## src/rtl/collision_detect.sv

```systemverilog
// -----------------------------------------------------------------------------
// collision_detect
//
// Purpose:
//   Watches the live pixel stream and compares the obstacle colour index from
//   the level block with the player sprite colour index. It counts the pixels
//   inside the playfield window where both are opaque. A frame "qualifies" when
//   its count reaches MIN_OVERLAP. After CONFIRM_FRAMES consecutive qualifying
//   frames the block confirms a collision. It then emits a one-cycle hit pulse,
//   latches fail, and freezes the position of the first overlap pixel of the
//   confirming frame.
//
// Ports:
//   CLK, RESET     system clock, synchronous active-high reset
//   pix_stb        one-cycle pixel strobe; qualifies hc/vc/pixel inputs
//   state          game state from the top-level FSM (running = 5..10)
//   hc, vc         VGA horizontal / vertical counters
//   obstacle_pix   obstacle colour index, 0 = transparent
//   duck_pix       player colour index, 0 = transparent
//   hit            one-cycle pulse on confirmed collision
//   fail           latched collision flag
//   hit_x, hit_y   first overlap position in the confirming frame
//   overlap_cnt    overlap count of the last completed frame (saturating)
//   hilite_pix     debug overlay pixel
//
// Build option:
//   COLLISION_HILITE_EN - when defined, hilite_pix is a registered 4'hF one
//   cycle after every overlap pixel. When undefined, hilite_pix is 4'h0.
// -----------------------------------------------------------------------------
module collision_detect #(
    parameter int H_MIN          = 170,
    parameter int H_MAX          = 750,
    parameter int HC_END         = 799,
    parameter int VC_END         = 524,
    parameter int MIN_OVERLAP    = 4,
    parameter int CONFIRM_FRAMES = 2,
    parameter int CNT_W          = 12
) (
    input  logic             CLK,
    input  logic             RESET,
    input  logic             pix_stb,
    input  logic [3:0]       state,
    input  logic [9:0]       hc,
    input  logic [9:0]       vc,
    input  logic [3:0]       obstacle_pix,
    input  logic [3:0]       duck_pix,
    output logic             hit,
    output logic             fail,
    output logic [9:0]       hit_x,
    output logic [9:0]       hit_y,
    output logic [CNT_W-1:0] overlap_cnt,
    output logic [3:0]       hilite_pix
);

    localparam int STREAK_W = $clog2(CONFIRM_FRAMES + 1);

    localparam logic [9:0]          H_MIN_C     = 10'(H_MIN);
    localparam logic [9:0]          H_MAX_C     = 10'(H_MAX);
    localparam logic [9:0]          HC_END_C    = 10'(HC_END);
    localparam logic [9:0]          VC_END_C    = 10'(VC_END);
    localparam logic [CNT_W-1:0]    MIN_OV_C    = CNT_W'(MIN_OVERLAP);
    localparam logic [CNT_W-1:0]    CNT_MAX     = {CNT_W{1'b1}};
    localparam logic [CNT_W-1:0]    CNT_ONE     = CNT_W'(1);
    localparam logic [STREAK_W-1:0] CONFIRM_C   = STREAK_W'(CONFIRM_FRAMES);
    localparam logic [STREAK_W-1:0] STREAK_ONE  = STREAK_W'(1);

    localparam logic [3:0] ST_TITLE_MAX = 4'd4;
    localparam logic [3:0] ST_RUN1      = 4'd5;
    localparam logic [3:0] ST_DUCK2     = 4'd10;
    localparam logic [3:0] ST_IDLE      = 4'd11;

    typedef enum logic [1:0] {
        ARMED = 2'd0,
        SCAN  = 2'd1,
        HIT   = 2'd2
    } fsm_t;

    fsm_t                fsm_q, fsm_d;
    logic [CNT_W-1:0]    count_q, count_d;
    logic [CNT_W-1:0]    overlap_cnt_q, overlap_cnt_d;
    logic [STREAK_W-1:0] streak_q, streak_d;
    logic                first_q, first_d;
    logic [9:0]          cand_x_q, cand_x_d;
    logic [9:0]          cand_y_q, cand_y_d;
    logic [9:0]          hit_x_q, hit_x_d;
    logic [9:0]          hit_y_q, hit_y_d;
    logic                hit_q, hit_d;
    logic                fail_q, fail_d;

    logic                running_s;
    logic                overlap_s;
    logic                frame_end_s;
    logic                exit_hit_s;
    logic [CNT_W-1:0]    count_inc_s;
    logic [STREAK_W-1:0] streak_inc_s;
    logic [9:0]          cand_x_now_s;
    logic [9:0]          cand_y_now_s;
    logic                qualify_s;

    // Pixel qualification and the frame's count including the current pixel
    always_comb begin
        running_s   = (state >= ST_RUN1) && (state <= ST_DUCK2);
        overlap_s   = pix_stb && running_s && (hc >= H_MIN_C) && (hc <= H_MAX_C)
                      && (obstacle_pix != 4'd0) && (duck_pix != 4'd0);
        frame_end_s = pix_stb && (hc == HC_END_C) && (vc == VC_END_C);
        exit_hit_s  = (state == ST_IDLE) || (state <= ST_TITLE_MAX);
        // The frame_end pixel itself still belongs to the ending frame, so it
        // is folded in before the qualify test.
        if (overlap_s && (count_q != CNT_MAX)) begin
            count_inc_s = count_q + CNT_ONE;
        end else begin
            count_inc_s = count_q;
        end
        if (overlap_s && !first_q) begin
            cand_x_now_s = hc;
            cand_y_now_s = vc;
        end else begin
            cand_x_now_s = cand_x_q;
            cand_y_now_s = cand_y_q;
        end
        streak_inc_s = streak_q + STREAK_ONE;
        qualify_s    = (count_inc_s >= MIN_OV_C);
    end

    // Next-state logic for the ARMED / SCAN / HIT controller and its datapath
    always_comb begin
        fsm_d         = fsm_q;
        count_d       = count_q;
        overlap_cnt_d = overlap_cnt_q;
        streak_d      = streak_q;
        first_d       = first_q;
        cand_x_d      = cand_x_q;
        cand_y_d      = cand_y_q;
        hit_x_d       = hit_x_q;
        hit_y_d       = hit_y_q;
        hit_d         = 1'b0;
        fail_d        = fail_q;
        case (fsm_q)
            ARMED: begin
                if (running_s) begin
                    fsm_d = SCAN;
                end else begin
                    fsm_d = ARMED;
                end
            end
            SCAN: begin
                if (!running_s) begin
                    // Leaving play abandons the partial frame and the streak.
                    fsm_d    = ARMED;
                    count_d  = {CNT_W{1'b0}};
                    streak_d = {STREAK_W{1'b0}};
                    first_d  = 1'b0;
                    cand_x_d = 10'd0;
                    cand_y_d = 10'd0;
                end else if (frame_end_s) begin
                    overlap_cnt_d = count_inc_s;
                    count_d       = {CNT_W{1'b0}};
                    first_d       = 1'b0;
                    cand_x_d      = 10'd0;
                    cand_y_d      = 10'd0;
                    if (qualify_s) begin
                        streak_d = streak_inc_s;
                        if (streak_inc_s == CONFIRM_C) begin
                            fsm_d   = HIT;
                            hit_d   = 1'b1;
                            fail_d  = 1'b1;
                            hit_x_d = cand_x_now_s;
                            hit_y_d = cand_y_now_s;
                        end else begin
                            fsm_d = SCAN;
                        end
                    end else begin
                        streak_d = {STREAK_W{1'b0}};
                    end
                end else begin
                    count_d  = count_inc_s;
                    cand_x_d = cand_x_now_s;
                    cand_y_d = cand_y_now_s;
                    first_d  = first_q | overlap_s;
                end
            end
            HIT: begin
                // FAIL1/FAIL2 keep the latch; only IDLE or TITLE re-arm.
                if (exit_hit_s) begin
                    fsm_d    = ARMED;
                    fail_d   = 1'b0;
                    streak_d = {STREAK_W{1'b0}};
                end else begin
                    fsm_d  = HIT;
                    fail_d = 1'b1;
                end
            end
            default: begin
                fsm_d = ARMED;
            end
        endcase
    end

    // State and output registers with synchronous reset
    always_ff @(posedge CLK) begin
        if (RESET) begin
            fsm_q         <= ARMED;
            count_q       <= {CNT_W{1'b0}};
            overlap_cnt_q <= {CNT_W{1'b0}};
            streak_q      <= {STREAK_W{1'b0}};
            first_q       <= 1'b0;
            cand_x_q      <= 10'd0;
            cand_y_q      <= 10'd0;
            hit_x_q       <= 10'd0;
            hit_y_q       <= 10'd0;
            hit_q         <= 1'b0;
            fail_q        <= 1'b0;
        end else begin
            fsm_q         <= fsm_d;
            count_q       <= count_d;
            overlap_cnt_q <= overlap_cnt_d;
            streak_q      <= streak_d;
            first_q       <= first_d;
            cand_x_q      <= cand_x_d;
            cand_y_q      <= cand_y_d;
            hit_x_q       <= hit_x_d;
            hit_y_q       <= hit_y_d;
            hit_q         <= hit_d;
            fail_q        <= fail_d;
        end
    end

    assign hit         = hit_q;
    assign fail        = fail_q;
    assign hit_x       = hit_x_q;
    assign hit_y       = hit_y_q;
    assign overlap_cnt = overlap_cnt_q;

`ifdef COLLISION_HILITE_EN
    logic [3:0] hilite_pix_q, hilite_pix_d;

    // Overlay colour follows each overlap pixel by one cycle
    always_comb begin
        if (overlap_s) begin
            hilite_pix_d = 4'hF;
        end else begin
            hilite_pix_d = 4'h0;
        end
    end

    // Overlay register
    always_ff @(posedge CLK) begin
        if (RESET) begin
            hilite_pix_q <= 4'h0;
        end else begin
            hilite_pix_q <= hilite_pix_d;
        end
    end

    assign hilite_pix = hilite_pix_q;
`else
    assign hilite_pix = 4'b0000;
`endif

endmodule

```

## config.mk

```make
export PLATFORM = sky130hd
export DESIGN_NAME = collision_detect
export DESIGN_NICKNAME = d
export VERILOG_FILES = /design/src/rtl/collision_detect.sv
export SDC_FILE = /design/constraint.sdc
export NUM_CORES = 1
export LEC_CHECK = 0
export BUFFER_PORTS_ARGS = -buffer_cell sky130_fd_sc_hd__buf_2
export CAP_MARGIN = 20
export CORE_MARGIN = 1.5
export CORE_UTILIZATION = 55
export CTS_CLUSTER_SIZE = 40
export DETAILED_ROUTE_END_ITERATION = 6
export GPL_ROUTABILITY_DRIVEN = 0
export PLACE_DENSITY_LB_ADDON = 0.05
export SYNTH_ARGS = -nofsm -noshare
export SYNTH_HDL_FRONTEND = slang
export SYNTH_SLANG_ARGS = --single-unit
```

## constraint.sdc

```tcl
create_clock -name CLK -period 2.9 [get_ports CLK]
set_input_delay 0.145 -clock CLK [delete_from_list [all_inputs] [get_ports CLK]]
set_output_delay 0.145 -clock CLK [all_outputs]
set_load 0.01 [all_outputs]
```

==> results.py, run 1 <==
metrics = {
    "clock_network": {
        "cts_tree": "yes",
        "htree_levels": 3,
        "clkTransAtPathRegs_ps": 80,
        "clk-insertion-delay-late_ps": 350,
        "cts_sinks": 71,
        "cts_buffers": 9,
        "clk_path_buf_depth": 2,
        "cts-root-buf": "clkbuf_8",
        "postCtsHoldBufs": 0,
    },
    "drt": {
        "ant_nets": 0,
        "vias_per_cell": 5.62,
        "drc_errors": 0,
        "wl_per_cell_um": 14.9,
        "drtIter0Drc": 204,
        "wl_um": 8620,
        "num_vias": 3241,
        "firstDrtPassIters": 4,
    },
    "run": {
        "maxCapViolCount": 0,
    },
    "sta": {
        "slew_violations": 0,
        "hold_viol_final": 0,
        "finClkSkew_ps": 7.71,
        "whs_ps": 69.3,
        "fmax_ghz": 0.364,
        "relSlewSlack": 0.630,
        "period_needed_ps": 2750,
        "tightest_slew_ps": 555,
        "finalCritPeriodShare": 0.949,
        "setup_violations": 0,
    },
    "floorplanning": {
        "die-area_sq_mm": 0.00710,
        "io_pins": 73,
        "rows": 29,
        "die_w_um": 84.3,
        "fp.dieH_um": 84.3,
        "start_util": 0.572,
        "core_sq_mm": 0.00635,
    },
    "worst_setup_path": {
        "crit_fanout": 10,
        "worstPathArrival_ps": 2970,
        "worst_setup_path_end_kind": "flop",
        "start_kind": "flop",
        "worstPathBufferInverterCount": 2,
        "cp.required_ps": 3120,
        "critPathSlowestCell": "dfxtp_2",
        "critical_path_class": "reg2reg",
        "cp_slowest_stage_delay_ps": 350,
        "cp_top_family": "simple AND/OR/NAND/NOR gates",
        "path_cells": "ha_1 -> nand3_2 -> nor4_4 -> buf_4 -> nor4b_4 -> o2111ai_1 -> xor2_1 -> nand4_4 -> o211ai_4 -> clkbuf_16 -> mux2i_1 -> nor2_1",
    },
    "synth": {
        "synth-seq-area-share": 0.391,
        "syn-cell-area_sq_mm": 0.00363,
        "synth_seq_cells": 71,
        "synthMuxAreaShare": 0.128,
        "synth_simple_gate_area_share": 0.208,
        "syn_inst": 421,
        "syn_area_per_cell_sq_um": 8.63,
        "synth_adder_area_share": 0.0207,
        "synth_xor_area_frac": 0.0382,
        "ys_warn_count": 0,
        "ys_types": 52,
        "synth_top_family_by_area": "simple AND/OR/NAND/NOR gates",
        "synth_compound_area_frac": 0.160,
    },
    "global_routing": {
        "grt_pass1_wl_um": 14100,
        "grt_max_degree": 47,
        "grt.total_usage": 0.246,
        "grt_pass1_vias": 3035,
        "overflow": 0,
        "antenna_found_initial": 0,
    },
    "cells_and_area": {
        "final_cell_mix": "nor2_1, dfxtp_1, buf_2",
        "diodes": 0,
        "final_common_cell": "nor2_1",
        "synthToLayoutAreaGrowth_pct": 23.4,
        "nets": 536,
        "drive_above_1_share": 0.292,
        "design_area_sq_mm": 0.00448,
    },
    "power_and_ir_drop": {
        "p_leak_nw": 1.98,
        "peakVddDrop_v": 0.000426,
        "p_per_area_mw_per_mm2": 495,
    },
    "place": {
        "dp_hpwl_um": 5810,
        "io_buffers": 68,
        "dpl_cell_area_sq_mm": 0.00412,
    },
    "status": {
        "status": "finished, final reports clean",
    },
    "hold_path": {
        "min_path_type": "in2reg",
    },
}
-- through the flow --
| stage | std cells | worst slack, ps | utilization | TNS [ps] | power, mW |
|---|---|---|---|---|---|
| after floorplan | 424 | 219 | - | 0 | 1.10 |
| after global placement | 558 | 166 | 0.648 | 0 | 1.16 |
| after detailed placement | 558 | 83.2 | 0.648 | 0 | 1.16 |
| after CTS | 574 | 107 | 0.692 | 0 | 2.24 |
| after global routing | 577 | -20.0 | 0.706 | -69.8 | 2.30 |
| final | 577 | 149 | 0.706 | 0 | 2.22 |
-- report_power, final --
group | leakage (nW) | switching [mW] | total, mW | internal (mW)
combinational | 1.27 | 0.0990 | 0.161 | 0.0618
sequential | 0.573 | 0.00203 | 0.980 | 0.978
clock | 0.136 | 0.372 | 1.08 | 0.705
-- sequential cells by signal (all words and copies together) (netlist names), 2 cells and up --
name         cells
streak_q         2
hit_x           10
count_q         12
fsm_q            2
hit_y           10
overlap_cnt     12
cand_y_q        10
cand_x_q        10
-- final cells by class --
cell class | instances | area, sq um
Sequential cell | 71 | 1430
Timing Repair Buffer | 93 | 571
Inverter | 10 | 37.5
Clock buffer | 11 | 151
Fill cell | 506 | 1870
Clock inverter | 5 | 128
Multi-Input combinational cell | 310 | 2070
Tap cell | 77 | 96.3
-- synthesized netlist by cell type (all sizes together) --
library cell / count / area (sq um)
o22a: 1 / 8.76
o22ai: 1 / 6.26
a21bo: 1 / 10.0
a21boi: 1 / 7.51
xnor2: 9 / 86.3
or2: 3 / 18.8
nand4b: 1 / 8.76
o21ai: 15 / 75.1
nand2: 20 / 75.1
or4: 1 / 11.3
o21a: 2 / 15.0
nor2b: 1 / 6.26
a21oi: 15 / 75.1
or3b: 1 / 8.76
and3: 3 / 18.8
nor3: 6 / 30.0
conb: 1 / 3.75
a31o: 1 / 8.76
mux2: 20 / 225
nor4b: 2 / 38.8
o41ai: 2 / 17.5
and4b: 1 / 10.0
o211ai: 3 / 27.5
nand3: 10 / 50.1
dfxtp: 71 / 1420
inv: 10 / 37.5
nor2: 85 / 319
clkbuf: 25 / 93.8
mux2i: 24 / 240
o31a: 1 / 8.76
xor2: 6 / 52.6
nor4: 11 / 83.8
o2111ai: 2 / 17.5
or3: 4 / 25.0
a31oi: 2 / 12.5
a311oi: 2 / 17.5
a211oi: 12 / 90.1
a22oi: 23 / 173
ha: 6 / 75.1
o21ba: 1 / 10.0
nand4: 5 / 37.5
buf: 8 / 62.6
nand2b: 2 / 12.5
-- final timing paths --
check	cells after the start	slack, ps	from	endpoint
min	3	70	vc[6]	cand_y_q[6]
max reg2reg	12	150	count_q[1]	hit_x[7]
min reg2reg	2	450	fail	fail
max	12	150	count_q[1]	hit_x[7]
-- cell families after synthesis --
logic type / after synthesis
AND/OR/NAND/NOR: 156
AO/OA/AOI/OAI: 85
flip-flops: 71
buffers and inverters: 43
XOR/XNOR: 15
other: 1
adder cells (fa/ha/maj): 6
multiplexers: 44
-- worst reg2reg max path, stage by stage, from the launching register on --
cell,delay [ps]
dfxtp_2,350
ha_1,220
nand3_2,140
nor4_4,50
buf_4,150
nor4b_4,270
o2111ai_1,170
xor2_1,320
nand4_4,170
o211ai_4,290
clkbuf_16,230
mux2i_1,190
nor2_1,60
-- layer usage --
metal,GRT usage,share of wire,up-vias,wire length (um)
met5,0,0,-,0
met4,0.0984,0.019,0,161
met3,0.0669,0.054,17,463
met2,0.393,0.48,85,4110
met1,0.316,0.45,1501,3880
li1,-,-,1638,-
-- what timing repair did --
item                                    CTS  global route
buffers inserted                          0             2
gates resized for setup                   0            10
endpoints found under the setup margin    0            20
(Power assumes the default switching activity.)
==> run 2: changes to the inputs <==
BUFFER_PORTS_ARGS = -buffer_cell sky130_fd_sc_hd__clkbuf_2   (was -buffer_cell sky130_fd_sc_hd__buf_2)
CELL_PAD_IN_SITES_DETAIL_PLACEMENT = 2   (was default)
CELL_PAD_IN_SITES_GLOBAL_PLACEMENT = 2   (was default)
CORE_MARGIN = default   (was 1.5)
CORE_UTILIZATION = 33   (was 55)
==> results.py, run 2 (synthesis gave the netlist of run 1 again) <==
metrics = {
    "drt": {
        "num_vias": 3374,
        "drtIter0Drc": 63,
        "firstDrtPassIters": 4,
        "wl_um": 11200,
        "drc_errors": 0,
        "vias_per_cell": 5.26,
        "wl_per_cell_um": 17.4,
        "ant_nets": 0,
    },
    "clock_network": {
        "postCtsResizedCells": 0,
        "cts_sinks": 71,
        "cts_tree": "yes",
        "clkTransAtPathRegs_ps": 90,
        "cts-root-buf": "clkbuf_8",
        "postCtsHoldBufs": 0,
        "clk_path_buf_depth": 2,
        "htree_levels": 3,
        "cts_buffers": 9,
        "clk-insertion-delay-late_ps": 370,
        "postCtsSetupBuffers": 0,
    },
    "floorplanning": {
        "rows": 37,
        "start_util": 0.346,
        "die_w_um": 107,
        "io_pins": 73,
        "fp.dieH_um": 107,
        "die-area_sq_mm": 0.0114,
        "core_sq_mm": 0.0105,
    },
    "worst_setup_path": {
        "regToRegSetupSlack_ps": 210,
        "crit_fanout": 21,
        "path_cells": "ha_1 -> nand3_2 -> or3b_2 -> xor2_1 -> nand2_1 -> nor4_1 -> o22ai_1 -> o211ai_2 -> buf_12 -> mux2i_1 -> nor2_1",
        "cp_top_family": "simple AND/OR/NAND/NOR gates",
        "critPathSlowestCell": "or3b_2",
        "crit_cells": 11,
        "worstPathArrival_ps": 2930,
        "r2r_cells": 11,
        "cp_slowest_stage_delay_ps": 510,
        "critical_path_class": "reg2reg",
        "startpoint": "count_q[0]",
        "worst_setup_path_end_kind": "flop",
        "r2r_start": "count_q[0]",
        "worstPathBufferInverterCount": 1,
        "start_kind": "flop",
        "cp.required_ps": 3140,
    },
    "place": {
        "dp_hpwl_um": 8190,
        "dp.cells": 626,
        "io_buffers": 68,
        "dpl_cell_area_sq_mm": 0.00424,
    },
    "global_routing": {
        "antenna_found_initial": 0,
        "overflow": 0,
        "grt.total_usage": 0.211,
        "grt_max_degree": 29,
        "grt_pass1_vias": 3662,
        "grt_pass1_wl_um": 18800,
    },
    "sta": {
        "tns_ps": 0,
        "slew_violations": 0,
        "rsz0062_at_grt": "no",
        "finalCritPeriodShare": 0.929,
        "relSlewSlack": 0.582,
        "setup_violations": 0,
        "hold_viol_final": 0,
        "finClkSkew_ps": 12.8,
        "fmax_ghz": 0.371,
        "period_needed_ps": 2690,
        "tightest_slew_ps": 627,
    },
    "power_and_ir_drop": {
        "p_leak_nw": 1.97,
        "peakVddDrop_v": 0.000262,
        "p_per_area_mw_per_mm2": 479,
        "power_mw": 2.16,
    },
    "hold_path": {
        "hold_start": "vc[2]",
        "min_path_type": "in2reg",
        "holdPathStages": 3,
    },
    "cells_and_area": {
        "nets": 542,
        "final_cell_mix": "nor2_1, dfxtp_1, clkbuf_2",
        "diodes": 0,
        "drive_above_1_share": 0.289,
        "finalNonFillerCells": 642,
        "design_area_sq_mm": 0.00450,
        "synthToLayoutAreaGrowth_pct": 23.7,
        "final_common_cell": "nor2_1",
    },
    "status": {
        "status": "finished, final reports clean",
    },
    "run": {
        "maxCapViolCount": 0,
    },
}
-- run 2: cell count changes in the layout (fill, tap and decap cells not counted), sizes merged --
cell | previous run | this run
bufinv | 4 | 3
buf | 92 | 31
clkbuf | 12 | 78
clkinv | 0 | 1
inv | 10 | 12
clkinvlp | 1 | 0
-- run 2: final timing paths --
| check | to |
|---|---|
| max | hit_x[1] |
| max reg2reg | hit_x[1] |
| min | cand_y_q[2] |
| min reg2reg | fail |
-- run 2: routing by layer --
layer  part of all wire  global-route usage  wire (um)
met1               0.44               0.246       4860
met3              0.030              0.0426        340
met2               0.52               0.388       5830
met4              0.012              0.0616        129
met5                  0                   0          0
-- run 2: power breakdown --
group,internal (mW),total [mW],leakage (nW),switching (mW)
Combinational,0.0644,0.171,1.27,0.107
Clock,0.580,1.00,0.121,0.425
Sequential,0.978,0.980,0.573,0.00225
Total,1.62,2.16,1.97,0.534
-- run 2: through the flow --
stage          setup WS, ps  hold WS [ps]  utilization
2_1_floorplan           219           306            -
5_1_grt                34.0          78.1        0.428
3_5_place_dp           59.5           442        0.404
3_3_place_gp            146           428        0.404
6_report                207          69.9        0.428
4_1_cts                94.3          49.9        0.427
-- run 2: final cells by class --
cell class                 count  area [sq um]
clock inverter                 6           116
tap                          136           170
clock buffer                  10           128
timing repair buffer          99           586
sequential                    71          1420
multi-input combinational    310          2030
fill                        1195          6010
inverter                      10          37.5
-- run 2: worst register-to-register path: stages (launching register included) --
cell      delay (ps)
dfxtp_1          350
ha_1             210
nand3_2          150
or3b_2           510
xor2_1           150
nand2_1           80
nor4_1           220
o22ai_1          170
o211ai_2         240
buf_12           230
mux2i_1          220
nor2_1            60
==> run 3: changes to the inputs <==
PLACE_DENSITY_LB_ADDON = 0.15   (was 0.05)
==> results.py, run 3 (synthesis gave the netlist of run 1 again) <==
metrics = {
    "cells_and_area": {
        "nets": 543,
        "diodes": 0,
        "post-route-util": 0.426,
        "finalNonFillerCells": 642,
        "drive_above_1_share": 0.289,
        "synthToLayoutAreaGrowth_pct": 23.1,
        "final_common_cell": "nor2_1",
        "final_cell_mix": "nor2_1, dfxtp_1, clkbuf_2",
    },
    "worst_setup_path": {
        "critical_path_class": "reg2reg",
        "startpoint": "count_q[0]",
        "r2r_cells": 11,
        "worstPathArrival_ps": 3020,
        "crit_fanout": 10,
        "start_kind": "flop",
        "cp.required_ps": 3140,
        "r2r_start": "count_q[0]",
        "worst_setup_path_end_kind": "flop",
    },
    "sta": {
        "finalCritPeriodShare": 0.960,
        "period_needed_ps": 2780,
        "fin_ws_ps": 117,
        "setup_violations": 0,
        "finClkSkew_ps": 11.8,
        "hold_viol_final": 0,
        "fmax_ghz": 0.359,
        "slew_violations": 0,
        "tns_ps": 0,
        "tightest_slew_ps": 648,
        "relSlewSlack": 0.568,
    },
    "floorplanning": {
        "rows": 37,
        "fp.dieH_um": 107,
        "start_util": 0.346,
        "die-area_sq_mm": 0.0114,
        "die_w_um": 107,
        "io_pins": 73,
        "core_sq_mm": 0.0105,
    },
    "drt": {
        "wl_um": 11600,
        "drtIter0Drc": 84,
        "vias_per_cell": 5.32,
        "wl_per_cell_um": 18.0,
        "num_vias": 3416,
        "drc_errors": 0,
        "firstDrtPassIters": 4,
        "ant_nets": 0,
    },
    "hold_path": {
        "hold_start": "vc[8]",
        "min_path_type": "in2reg",
        "holdPathStages": 3,
    },
    "power_and_ir_drop": {
        "peakVddDrop_v": 0.000232,
        "p_per_area_mw_per_mm2": 434,
        "power_mw": 1.94,
        "p_leak_nw": 1.94,
    },
    "run": {
        "maxCapViolCount": 0,
    },
    "clock_network": {
        "clkTransAtPathRegs_ps": 80,
        "clk-insertion-delay-late_ps": 360,
        "cts_tree": "yes",
        "cts_buffers": 9,
        "cts-root-buf": "clkbuf_8",
        "htree_levels": 3,
        "clk_path_buf_depth": 2,
        "cts_sinks": 71,
    },
    "global_routing": {
        "grt_pass1_vias": 3802,
        "grt.total_usage": 0.211,
        "antenna_found_initial": 0,
        "grt_max_degree": 31,
        "grt_pass1_wl_um": 18800,
        "overflow": 0,
    },
    "place": {
        "io_buffers": 68,
        "pre_cts_ws_ps": 4.27,
        "dp_hpwl_um": 8130,
        "dp.cells": 624,
    },
    "status": {
        "status": "finished, final reports clean",
    },
}
## run 3: stage by stage
| stage | instance area (sq um) | hold WS, ps |
|---|---|---|
| finish | 4470 | 88.7 |
| global placement | 4230 | 434 |
| detailed placement | 4230 | 461 |
| global route | 4470 | 89.3 |
| floorplan | 3640 | 306 |
| CTS | 4420 | 74.5 |
## run 3: final timing paths
check | end | slack (ps)
setup / recovery | hit_y[8] | 120
hold / removal | cand_y_q[8] | 90
setup reg to reg | hit_y[8] | 120
hold reg to reg | streak_q[1] | 470
## run 3: critical path, cell delays in order (launching register included)
cell and delay, ps:
dfxtp_1 330, ha_1 220, nand3_1 190, nor4_4 90, nor4b_4 310, o2111ai_1 260, xnor2_2 280, nand4_2 200
o211ai_4 310, clkbuf_16 230, mux2i_1 190, nor2_1 50
## run 3: final cells by class
| class | instances | area (sq um) |
|---|---|---|
| clock buffers | 10 | 128 |
| clock inverters | 5 | 58.8 |
| fillers | 1180 | 6040 |
| inverters | 10 | 37.5 |
| multi-input cells | 310 | 2040 |
| flip-flops and latches | 71 | 1420 |
| well taps | 136 | 170 |
| repair buffers | 100 | 611 |
## run 3: per-layer routing
layer | up-vias | share of wire | GRT usage | routed length, um
li1 | 1648 | - | - | -
met1 | 1688 | 0.44 | 0.246 | 5060
met2 | 66 | 0.52 | 0.383 | 5970
met3 | 14 | 0.034 | 0.0438 | 395
met4 | 0 | 0.013 | 0.0636 | 153
met5 | - | 0 | 0 | 0
## run 3: timing repair
| action | 4_1_cts | 5_1_grt |
|---|---|---|
| setup endpoints to repair | 0 | 15 |
| resized for setup | 0 | 4 |
| hold buffers | 0 | 0 |
| buffers inserted | 0 | 2 |
## run 3: power by group
part	switching (mW)	total [mW]	internal [mW]
Clock	0.392	0.786	0.394
Combinational	0.110	0.173	0.0632
Sequential	0.00252	0.980	0.978
